[src/rtl/runway_scheduler.sv]
// runway_scheduler: single-runway arbiter. Landing and takeoff requests wait in
// two small FIFOs. One aircraft at a time holds the runway for a fixed number of
// cycles. Takeoffs are held back while the weather unit flags a hazard, and a
// waiting takeoff is forced through after MAX_CONSEC back-to-back landings.
module runway_scheduler #(
    parameter int DEPTH          = 4,
    parameter int LAND_CYCLES    = 6,
    parameter int TAKEOFF_CYCLES = 4,
    parameter int MAX_CONSEC     = 3
) (
    input  logic                   CLK,
    input  logic                   RST,
    input  logic                   land_req,
    input  logic [3:0]             land_id,
    input  logic                   takeoff_req,
    input  logic [3:0]             takeoff_id,
    input  logic                   severe_weather,
    input  logic                   emergency_landing_alert,
    output logic                   land_grant,
    output logic                   takeoff_grant,
    output logic [3:0]             grant_id,
    output logic                   runway_busy,
    output logic [$clog2(DEPTH):0] land_count,
    output logic [$clog2(DEPTH):0] takeoff_count,
    output logic [1:0]             reject,
    output logic [1:0]             sched_state
);
    localparam int AW   = $clog2(DEPTH);
    localparam int CW   = AW + 1;
    localparam int TMAX = (LAND_CYCLES > TAKEOFF_CYCLES) ? LAND_CYCLES : TAKEOFF_CYCLES;
    // Timer only ever holds occupancy-1.
    localparam int TW   = (TMAX > 1) ? $clog2(TMAX) : 1;
    localparam int KW   = $clog2(MAX_CONSEC + 1);

    typedef enum logic [1:0] {
        S_IDLE = 2'b00,
        S_LAND = 2'b01,
        S_TKOF = 2'b10
    } state_t;

    // Queue storage
    logic [3:0]    land_mem_q [DEPTH];
    logic [3:0]    tk_mem_q   [DEPTH];
    logic [AW-1:0] land_wp_q, land_rp_q, tk_wp_q, tk_rp_q;
    logic [CW-1:0] land_cnt_q, land_cnt_d, tk_cnt_q, tk_cnt_d;

    // Scheduler state
    state_t        state_q, state_d;
    logic [TW-1:0] timer_q, timer_d;
    logic [KW-1:0] consec_q, consec_d;

    // Registered outputs
    logic          land_grant_q, land_grant_d;
    logic          tk_grant_q, tk_grant_d;
    logic [3:0]    grant_id_q, grant_id_d;
    logic          busy_q, busy_d;
    logic [1:0]    reject_q, reject_d;

    logic land_full, tk_full, land_push, tk_push;
    logic land_ne, tk_ne, tk_block;
    logic grant_land, grant_tk;

    // Fullness is judged on the pre-edge count, so a same-edge pop never
    // rescues a request aimed at a full queue.
    assign land_full = (land_cnt_q == CW'(DEPTH));
    assign tk_full   = (tk_cnt_q == CW'(DEPTH));
    assign land_push = land_req & ~land_full;
    assign tk_push   = takeoff_req & ~tk_full;
    assign land_ne   = (land_cnt_q != '0);
    assign tk_ne     = (tk_cnt_q != '0);
    assign tk_block  = severe_weather | emergency_landing_alert;

    assign land_cnt_d = land_cnt_q + CW'(land_push) - CW'(grant_land);
    assign tk_cnt_d   = tk_cnt_q + CW'(tk_push) - CW'(grant_tk);

    // FIFO storage and pointers; pointers wrap naturally since DEPTH is 2^AW.
    always_ff @(posedge CLK or posedge RST) begin
        if (RST) begin
            for (int i = 0; i < DEPTH; i++) begin
                land_mem_q[i] <= '0;
                tk_mem_q[i]   <= '0;
            end
            land_wp_q  <= '0;
            land_rp_q  <= '0;
            tk_wp_q    <= '0;
            tk_rp_q    <= '0;
            land_cnt_q <= '0;
            tk_cnt_q   <= '0;
        end else begin
            if (land_push) begin
                land_mem_q[land_wp_q] <= land_id;
                land_wp_q             <= land_wp_q + AW'(1);
            end
            if (tk_push) begin
                tk_mem_q[tk_wp_q] <= takeoff_id;
                tk_wp_q           <= tk_wp_q + AW'(1);
            end
            if (grant_land) land_rp_q <= land_rp_q + AW'(1);
            if (grant_tk)   tk_rp_q   <= tk_rp_q + AW'(1);
            land_cnt_q <= land_cnt_d;
            tk_cnt_q   <= tk_cnt_d;
        end
    end

    // State register: FSM state, occupancy timer, landing streak, output regs
    always_ff @(posedge CLK or posedge RST) begin
        if (RST) begin
            state_q      <= S_IDLE;
            timer_q      <= '0;
            consec_q     <= '0;
            land_grant_q <= 1'b0;
            tk_grant_q   <= 1'b0;
            grant_id_q   <= '0;
            busy_q       <= 1'b0;
            reject_q     <= '0;
        end else begin
            state_q      <= state_d;
            timer_q      <= timer_d;
            consec_q     <= consec_d;
            land_grant_q <= land_grant_d;
            tk_grant_q   <= tk_grant_d;
            grant_id_q   <= grant_id_d;
            busy_q       <= busy_d;
            reject_q     <= reject_d;
        end
    end

    // Next state: grant decision when idle, otherwise count down the occupancy
    always_comb begin
        grant_land = 1'b0;
        grant_tk   = 1'b0;
        state_d    = state_q;
        timer_d    = timer_q;
        consec_d   = consec_q;
        case (state_q)
            S_IDLE: begin
                if (tk_ne && !tk_block && (consec_q == KW'(MAX_CONSEC))) grant_tk = 1'b1;
                else if (land_ne)                                         grant_land = 1'b1;
                else if (tk_ne && !tk_block)                              grant_tk = 1'b1;
                if (grant_land) begin
                    state_d = S_LAND;
                    timer_d = TW'(LAND_CYCLES - 1);
                end else if (grant_tk) begin
                    state_d = S_TKOF;
                    timer_d = TW'(TAKEOFF_CYCLES - 1);
                end
            end
            S_LAND, S_TKOF: begin
                if (timer_q == '0) state_d = S_IDLE;
                else               timer_d = timer_q - TW'(1);
            end
            default: state_d = S_IDLE;
        endcase
        // Streak only counts landings that made a takeoff wait.
        if (grant_tk || !tk_ne)                               consec_d = '0;
        else if (grant_land && consec_q != KW'(MAX_CONSEC))  consec_d = consec_q + KW'(1);
    end

    // Outputs: values the output registers take at this edge
    always_comb begin
        land_grant_d = grant_land;
        tk_grant_d   = grant_tk;
        grant_id_d   = '0;
        if (grant_land)    grant_id_d = land_mem_q[land_rp_q];
        else if (grant_tk) grant_id_d = tk_mem_q[tk_rp_q];
        busy_d   = (state_d != S_IDLE);
        reject_d = {takeoff_req & tk_full, land_req & land_full};
    end

    assign land_grant    = land_grant_q;
    assign takeoff_grant = tk_grant_q;
    assign grant_id      = grant_id_q;
    assign runway_busy   = busy_q;
    assign land_count    = land_cnt_q;
    assign takeoff_count = tk_cnt_q;
    assign reject        = reject_q;
    assign sched_state   = state_q;

endmodule

[config.mk]
export PLATFORM = sky130hd
export DESIGN_NAME = runway_scheduler
export DESIGN_NICKNAME = d
export VERILOG_FILES = /design/src/rtl/runway_scheduler.sv
export SDC_FILE = /design/constraint.sdc
export NUM_CORES = 1
export LEC_CHECK = 0
export ABC_AREA = 1
export BUFFER_PORTS_ARGS = -buffer_cell sky130_fd_sc_hd__buf_2
export CORE_MARGIN = 4
export CORE_UTILIZATION = 55
export CTS_CLUSTER_DIAMETER = 150
export DETAILED_ROUTE_END_ITERATION = 8
export MAX_ROUTING_LAYER = met4
export PLACE_DENSITY = 0.72
export SETUP_SLACK_MARGIN = 0.4
export SYNTH_ARGS = -nofsm -noshare
export SYNTH_HDL_FRONTEND = slang
export SYNTH_SLANG_ARGS = --single-unit
[constraint.sdc]
create_clock -name CLK -period 3.6 [get_ports CLK]
set_input_delay 0.72 -clock CLK [delete_from_list [all_inputs] [get_ports CLK]]
set_output_delay 0.72 -clock CLK [all_outputs]
set_load 0.05 [all_outputs]
# ---- After elaboration in Yosys (flattened, before gate mapping)
# Cells that the tools add are included.
# W data, S select, Z words.
dict set report op_classes {
  bitwise_logic 11
  magnitude_cmp 6
  n_mux 33
  n_eq_ne 8
  add_sub_neg 10
  n_reduce_logical 17
}
# cell n
set op_table {}
lappend op_table {{$bwmux W16} 2}
lappend op_table {{$mux W4} 8}
lappend op_table {{$bmux W4 S2} 2}
lappend op_table {{$demux W4 S2} 2}
lappend op_table {{$ge A3 B3 Y1 const B} 4}
lappend op_table {{$not A2 Y3} 4}
lappend op_table {{$add A2 B1 Y2 const B} 5}
lappend op_table {{$mux W2} 5}
lappend op_table {{$mux W1} 9}
lappend op_table {{$mux W3} 3}
lappend op_table {{$add A3 B1 Y3} 2}
lappend op_table {{$eq A3 B3 Y1 const B} 2}
lappend op_table {{$lt A3 B1 Y1 const B} 2}
lappend op_table {{$pmux W3 S2} 1}
lappend op_table {{$reduce_bool A2 Y1} 3}
lappend op_table {{$reduce_bool A3 Y1} 2}
lappend op_table {{$sub A3 B1 Y3} 2}
lappend op_table {{$logic_and A1 B1 Y1} 5}
lappend op_table {{$and A1 B1 Y1} 4}
lappend op_table {{$eq A2 B2 Y1 const B} 2}
lappend op_table {{$ne A2 B2 Y1 const B} 2}
lappend op_table {{$pmux W2 S2} 1}
lappend op_table {{$logic_not A3 Y1} 1}
lappend op_table {{$ne A3 B3 Y1 const B} 1}
lappend op_table {{9 further kinds} 11}
dict set report word_totals {
  register_bits 62
  elab_cells 107
  output_inout_bits 17
  inputBits 14
}

# ---- Depth between registers and ports, before layout
# Gate-level depths: netlist of the first run.
dict set report logic_depth {
  depth_word 11
  depth_mapped 11
  mapped_depth_nobuf 11
}

# ---- Least setup slack after synthesis of the first run
# No wires, ideal clock.
dict set report synth_timing {
  path_type {register to register}
  start {register state_q[0] (netlist: sched_state[0])}
  end {register tk_cnt_q[2] (netlist: takeoff_count[2])}
  arrival_ps 2104
  period_less_slack_ps 2234
  path_slack_ps 1366
  path_buffers 0
  required_ps 3470
  path_stages_with_launch 10
  setup_time_ps 130
  cell_sequence {dfrtp_1 inv_1 ha_1 nand3_2 inv_2 nand2_2 nand2_1 ha_1 fa_1 xor2_1}
}
dict set report synth_via {
  elab_chain_cells 3
}
# element line
set synth_lines {}
lappend synth_lines {{start, declared} 48} ;# state_t state_q, state_d;
lappend synth_lines {{start signal, assigned} 117} ;# state_q <= state_d;
lappend synth_lines {{$logic_not A2 Y1} 135} ;# case (state_q)
lappend synth_lines {{$mux W1} 135}
lappend synth_lines {{via grant_tk} 61} ;# logic grant_land, grant_tk;
lappend synth_lines {{$sub A3 B1 Y3} 74} ;# assign tk_cnt_d = tk_cnt_q + CW'(tk_push) - CW'(grant_tk);
lappend synth_lines {{via tk_cnt_d[2]} 45} ;# logic [CW-1:0] land_cnt_q, land_cnt_d, tk_cnt_q, tk_cnt_d;
lappend synth_lines {{end signal, assigned} 101} ;# tk_cnt_q <= tk_cnt_d;
lappend synth_lines {{end, declared} 45}
# The timed path passes the listed nets, and every way through them passes these cells.
# A chain may end at the register's enable or synchronous reset.

# ---- Worst setup path in the final report of the first run
dict set report layout_timing {
  start {input port emergency_landing_alert}
  end {register land_cnt_q[2] (netlist: land_count[2])}
}
dict set report layout_via {
  elab_chain_cells 8
}
# element line
set layout_lines {}
lappend layout_lines {{start, declared} 18} ;# input logic emergency_landing_alert,
lappend layout_lines {{$or A1 B1 Y1} 71} ;# assign tk_block = severe_weather | emergency_landing_alert;
lappend layout_lines {{$logic_not A1 Y1} 137} ;# if (tk_ne && !tk_block && (consec_q == KW'(MAX_CONSEC))) grant_tk = 1'b1;
lappend layout_lines {{$logic_and A1 B1 Y1 (2 in a row)} 137}
lappend layout_lines {{$mux W1} 137}
lappend layout_lines {{$mux W1 (2 in a row)} 135}
lappend layout_lines {{via grant_land} 61}
lappend layout_lines {{$sub A3 B1 Y3} 73} ;# assign land_cnt_d = land_cnt_q + CW'(land_push) - CW'(grant_land);
lappend layout_lines {{via land_cnt_d[2]} 45}
lappend layout_lines {{end signal, assigned} 100} ;# land_cnt_q <= land_cnt_d;
lappend layout_lines {{end, declared} 45}
# The timed path passes the listed nets, and every way through them passes these cells. The select of a mux whose other input is x is not followed.

==> metrics.csv, run 1 <==
stage;metric;value;unit
status;outcome;finished clean;
logic_synthesis;synth_top_area_share;0.521;
clocking;h-tree-depth;3;
logic_synthesis;synth_edf_count;0;
place;portBuffers;30;
worst_setup_path;critPathMaxFanout;9;
detailed_routing;dr.pass1.iters;4;
floorplan;core-area;0.00517;mm²
logic_synthesis;yosys-top-cells-count;nand2_1 (79), dfrtp_1 (62), o21ai_0 (43);
detailed_routing;wl_per_cell;12.5;µm
cells_and_area;layoutNonFillerInstCount;432;
logic_synthesis;synthArstFlopShare;1.00;
global_route;grt_pass1_vias;2146;
logic_synthesis;ys_ff_latch;62;
power_and_ir_drop;p_leak;1.82;nW
timing;tightestPinTransition;729;ps
global_route;grt_max_degree;37;
power_and_ir_drop;netSwitchingFraction;0.437;
logic_synthesis;syn_avg_cell_area;9.30;µm²
timing;maxSlewViolCount;0;
timing;hold_viol_final;0;
clocking;clock_path_buffers;2;
logic_synthesis;synth_area_leaders;dfrtp_1 (52%), nand2_1 (10%), o21ai_0 (7.2%);
place;dpl.cell_count;418;
timing;fin_crit;2110;ps
worst_setup_path;critPathCaptureType;register;
timing;worst_hold_slack;483;ps
logic_synthesis;yosysWarnings;0;
logic_synthesis;synth.largest_area_cell;dfrtp_1;
logic_synthesis;syn_inst;320;
detailed_routing;vias;2162;
floorplan;dieArea;0.00665;mm²
timing;setup_violations;0;
power_and_ir_drop;pwr-share-clk;0.178;
clocking;clk_latency;340;ps
cells_and_area;fillers;429;
floorplan;num_rows;26;
place;routabilityCongestion;0.881;
worst_setup_path;arrival;2320;ps
worst_setup_path;crit_required;3810;ps
floorplan;start_util;0.575;
logic_synthesis;syn_nets;351;
global_route;gr-usage-all-layers;0.200;
logic_synthesis;syn_area;0.00298;mm²
clocking;clock_sinks;62;
cells_and_area;diodes;0;
timing;timing.final.crit_share;0.586;
timing;grt_setup_unrepaired;false;
worst_setup_path;critical_path_class;in -> reg;
timing;final.setup.tns;0;ps
clocking;cts_root_buffer;clkbuf_8;
clocking;cts_buffers;9;
logic_synthesis;ys_types;28;
detailed_routing;viasPerCell;5.00;
clocking;cts_tree;built;
detailed_routing;wl;5380;µm
power_and_ir_drop;internal-power;0.00188;W
cells_and_area;drive_gt1_frac;0.202;
logic_synthesis;ys.flop_type;dfrtp_1;
power_and_ir_drop;seqPwrFrac;0.380;
global_route;grt_pass1_wl;9560;µm
logic_synthesis;ys_seq_area_frac;0.521;
power_and_ir_drop;combPwrFrac;0.442;
detailed_routing;final_antenna_net_count;0;
floorplan;ioPinCount;31;
clocking;ctsHoldBuffers;0;
logic_synthesis;yosysMostFrequentCell;nand2_1;
timing;slew_headroom;0.514;
power_and_ir_drop;switching_power;0.00146;W
cells_and_area;final_core_util;0.657;
clocking;ctsResizeCount;0;
detailed_routing;drt-initial-drc-count;115;
hold_path;hold_path.class;reg -> reg;
global_route;antenna_found_initial;0;
worst_setup_path;startpoint_type;primary input;
place;hpwl;3860;µm
power_and_ir_drop;peakVddDrop;0.000668;V
timing;clock.fmax;474;MHz
cells_and_area;syn_to_final_growth;14.2;%
floorplan;die_w;81.6;µm
power_and_ir_drop;p_per_area;981;mW/mm²
cells_and_area;fin_nets;390;
floorplan;die_h;81.6;µm
job;drv_cap;0;
timing;clock_skew;10.4;ps
global_route;gr-total-overflow;0;
detailed_routing;drcViolationCount;0;
clocking;path_clk_slew;60;ps
clocking;post_cts.repair.setup_buffers;0;
-- worst max-delay path: stages --
cell and delay (ps):
buf_2 100, inv_1 60, nand2_1 80, a21oi_4 160
nand2_4 80, nand2_4 100, nor2_8 60, nand2_1 120
nand2_1 80, ha_1 210, fa_1 390, xor2_1 180
-- layer usage --
metal | up-vias | share of wire | track usage
met4 | 0 | 0.032 | 0.122
met1 | 1015 | 0.47 | 0.254
met2 | 39 | 0.46 | 0.294
met5 | - | 0 | -
met3 | 17 | 0.036 | 0.0439
li1 | 1091 | - | -
-- logic make-up (layout without fill, tap and decap cells) --
kind of cell	count (synthesis)	after routing	share of synthesized area
and+or+nand+nor	128	128	0.200
buffers and inverters	44	86	0.0567
muxes	4	4	0.0135
xor gates and xnor gates	10	10	0.0294
DFF	62	62	0.521
adders and majority gates	17	17	0.0765
AOI/OAI and AO/OA	55	55	0.103
-- power groups by stage --
stage	logic (W)	registers, W	clock network, W
floorplan	0.000988	0.00144	0
global placement	0.00143	0.00127	0
detailed placement	0.00149	0.00127	0
CTS	0.00150	0.00127	0.000610
global route	0.00170	0.00131	0.000648
finish	0.00147	0.00127	0.000595
-- flip-flops by register name (all words and copies together) (netlist names) --
signal	cells
consec_q	2
grant_id	4
land_count	3
land_grant	1
land_mem_q	16
land_rp_q	2
land_wp_q	2
reject	2
runway_busy	1
sched_state	2
takeoff_count	3
takeoff_grant	1
timer_q	3
tk_mem_q	16
tk_rp_q	2
tk_wp_q	2
-- placed cells by master, fill, tap and decap left out, drive strengths merged --
master / n
nor2: 23
xnor2: 2
o32ai: 4
a21oi: 2
clkinv: 1
nand3: 9
o22ai: 4
mux2i: 4
clkbuf: 13
o21ai: 45
nand2: 94
dfrtp: 62
bufinv: 1
or2: 1
nand3b: 1
ha: 15
xor2: 8
buf: 32
inv: 39
fa: 2
-- metrics by stage --
stage | total power [W] | area [µm²] | worst slack [ps]
5_1_grt | 0.00366 | 3400 | 1390
3_3_place_gp | 0.00271 | 3210 | 1260
3_5_place_dp | 0.00276 | 3210 | 1190
4_1_cts | 0.00338 | 3400 | 1500
2_1_floorplan | 0.00243 | 2980 | 1340
6_report | 0.00334 | 3400 | 1490
-- final cells by class --
class | count | area [µm²] | area share
Sequential cell | 62 | 1550 | 0.456
Multi-Input combinational cell | 214 | 1260 | 0.369
Timing Repair Buffer | 32 | 165 | 0.0486
Clock buffer | 13 | 159 | 0.0467
Inverter | 40 | 151 | 0.0445
Tap cell | 70 | 87.6 | 0.0258
Clock inverter | 1 | 30.0 | 0.00883
-- worst paths after layout --
kind | slack, ps | cells past startpoint | endpoint | from
setup / recovery | 1490 | 12 | land_count[2] | emergency_landing_alert
hold / removal | 480 | 2 | land_mem_q[5] | land_mem_q[5]
setup reg to reg | 1510 | 11 | land_count[2] | land_count[2]
hold reg to reg | 480 | 2 | land_mem_q[5] | land_mem_q[5]
max in group asynchronous | 2400 | 3 | land_count[2] | RST
min in group asynchronous | 500 | 2 | land_mem_q[0] | RST
No activity file was read; power rests on OpenSTA's default activity.
==> run 2: changes to the inputs <==
Clock period 3.6 ns to 2 ns, I/O delays scaled along.
==> run 2 against run 1 <==
Wire length grew 8.9%. Total power grew 100%. Count of clock-buffer cells in the layout shrank 1. Critical path depth shrank 2. Final cell count grew 5.8%. Sequential power grew 80%. Sequential cell count is the same. Combinational power grew 120%. Non-clock buffer count grew 24. Worst setup slack lost 1300 ps. Critical endpoint unchanged.
==> metrics.csv, run 2 (same netlist as run 1, synthesis figures left out) <==
stage;metric;value;unit
detailed_routing;wl_per_cell;12.8;µm
global_route;grt_use_met2;0.317;
global_route;gr-total-overflow;0;
clocking;cts_buffers;9;
detailed_routing;final_antenna_net_count;0;
global_route;grt_max_degree;26;
worst_setup_path;crit_start;consec_q[1];
timing;maxSlewViolCount;0;
clocking;ctsHoldBuffers;0;
worst_setup_path;crit_top_cell;nand2_4;
worst_setup_path;critical_path_class;reg -> reg;
global_route;grt_busiest_layer;met2;
timing;tightestPinTransition;561;ps
cells_and_area;layout_commonest_cell;nand2_1;
timing;slew_headroom;0.625;
status;outcome;finished clean;
detailed_routing;dr.pass1.iters;4;
clocking;path_clk_slew;70;ps
worst_setup_path;critPathMaxFanout;3;
floorplan;ioPinCount;31;
floorplan;core-area;0.00517;mm²
power_and_ir_drop;seqPwrFrac;0.338;
timing;final.setup.tns;0;ps
worst_setup_path;r2r_end;land_count[2];
worst_setup_path;crit_required;2210;ps
global_route;grt_pass1_wl;10100;µm
place;portBuffers;30;
clocking;clk_latency;330;ps
global_route;grt_use_met1;0.258;
timing;grt_setup_unrepaired;true;
worst_setup_path;crit_slowest_cell;dfrtp_1;
clocking;cts_tree;built;
floorplan;start_util;0.575;
timing;setup_violations;0;
power_and_ir_drop;internal-power;0.00388;W
timing;clock.fmax;548;MHz
cells_and_area;syn_to_final_growth;26.4;%
floorplan;die_h;81.6;µm
power_and_ir_drop;p_leak;1.96;nW
detailed_routing;wl;5860;µm
cells_and_area;seq_area;0.00156;mm²
power_and_ir_drop;peakVddDrop;0.00119;V
cells_and_area;multi_input_area;0.00136;mm²
detailed_routing;drcViolationCount;0;
detailed_routing;vias;2265;
detailed_routing;drt-initial-drc-count;97;
clocking;clock_sinks;62;
timing;clock_skew;6.88;ps
clocking;clock_path_buffers;2;
job;drv_cap;0;
cells_and_area;final_cell_mix;nand2_1 (74), dfrtp_1 (54), o21ai_0 (42), inv_1 (30), buf_2 (30);
clocking;h-tree-depth;3;
worst_setup_path;r2r-start;consec_q[1];
hold_path;hold_path.class;in -> async;
floorplan;die_w;81.6;µm
worst_setup_path;arrival;2040;ps
cells_and_area;diodes;0;
timing;worst_hold_slack;121;ps
power_and_ir_drop;pwr-share-clk;0.183;
global_route;gr-usage-all-layers;0.209;
worst_setup_path;path_cells;ha_2 -> inv_2 -> nand2_4 -> nand2_4 -> nand2_4 -> o21ai_2 -> nand2_2 -> ha_4 -> fa_2 -> xor2_1;
power_and_ir_drop;combPwrFrac;0.478;
timing;timing.final.crit_share;0.913;
worst_setup_path;startpoint_type;register;
cells_and_area;fillers;397;
place;routabilityCongestion;0.832;
clocking;cts_root_buffer;clkbuf_8;
worst_setup_path;reg2reg_setup_slack;170;ps
timing;fin_crit;1830;ps
global_route;use_met3;0.0428;
power_and_ir_drop;switching_power;0.00285;W
detailed_routing;viasPerCell;4.96;
timing;hold_viol_final;0;
cells_and_area;fin_nets;414;
power_and_ir_drop;netSwitchingFraction;0.424;
floorplan;dieArea;0.00665;mm²
floorplan;num_rows;26;
worst_setup_path;max_stage_delay;390;ps
place;hpwl;3920;µm
cells_and_area;drive_gt1_frac;0.320;
worst_setup_path;critPathCaptureType;register;
worst_setup_path;crit_end;land_count[2];
worst_setup_path;r2r_cells;10;
global_route;antenna_found_initial;0;
global_route;grt_pass1_vias;2226;
power_and_ir_drop;p_per_area;1790;mW/mm²
-- run 2: worst min-delay path by stage --
stage | from | endpoint | slack, ps | cells past startpoint
5_1_grt | RST | land_wp_q[1] | 150 | 2
4_1_cts | RST | land_wp_q[1] | 120 | 2
3_3_place_gp | land_mem_q[7] | land_mem_q[7] | 460 | 2
2_1_floorplan | land_mem_q[4] | land_mem_q[4] | 450 | 2
6_report | RST | land_wp_q[1] | 120 | 2
3_5_place_dp | timer_q[1] | timer_q[1] | 470 | 2
-- run 2: area by class of cell --
| type | count | area share |
|---|---|---|
| Sequential cell | 62 | 0.415 |
| Multi-Input combinational cell | 214 | 0.361 |
| Timing Repair Buffer | 56 | 0.0994 |
| Inverter | 40 | 0.0426 |
| Clock buffer | 12 | 0.0412 |
| Tap cell | 70 | 0.0233 |
| Clock inverter | 3 | 0.0180 |
-- run 2: through the flow --
stage	instances	utilization	setup slack, ps	total power, W	area, µm²
final	457	0.728	174	0.00673	3760
after global routing	457	0.728	77.4	0.00728	3760
after CTS	452	0.718	173	0.00668	3710
after detailed placement	422	0.637	9.79	0.00511	3300
after global placement	422	0.637	68.3	0.00501	3300
after floorplan	320	-	49.6	0.00446	3020
-- run 2: worst max-delay path, delay by kind of cell, from the launching register on --
kind                       cells  cell delay (ps)
AOI/OAI and AO/OA              1              130
and+or+nand+nor                4              290
adders and majority gates      3              690
DFF                            1              390
buffers and inverters          1               60
xor gates and xnor gates       1              150
-- run 2: metal layers --
layer | wire length, µm | up-vias
li1 | - | 1149
met1 | 2570 | 1059
met2 | 2960 | 44
met3 | 209 | 13
met4 | 123 | 0
met5 | 0 | -
-- run 2: power by group through the flow --
stage | sequential [W] | combinational (W) | clock (W)
floorplan | 0.00262 | 0.00184 | 0
global placement | 0.00231 | 0.00270 | 0
detailed placement | 0.00232 | 0.00279 | 0
CTS | 0.00228 | 0.00315 | 0.00125
global route | 0.00236 | 0.00361 | 0.00131
finish | 0.00228 | 0.00322 | 0.00123
-- run 2: repair_timing --
item | CTS | global route
pin swaps | 11 | 7
setup buffers | 15 | 5
gates resized for setup | 17 | 3
endpoints found under the setup margin | 4 | 5
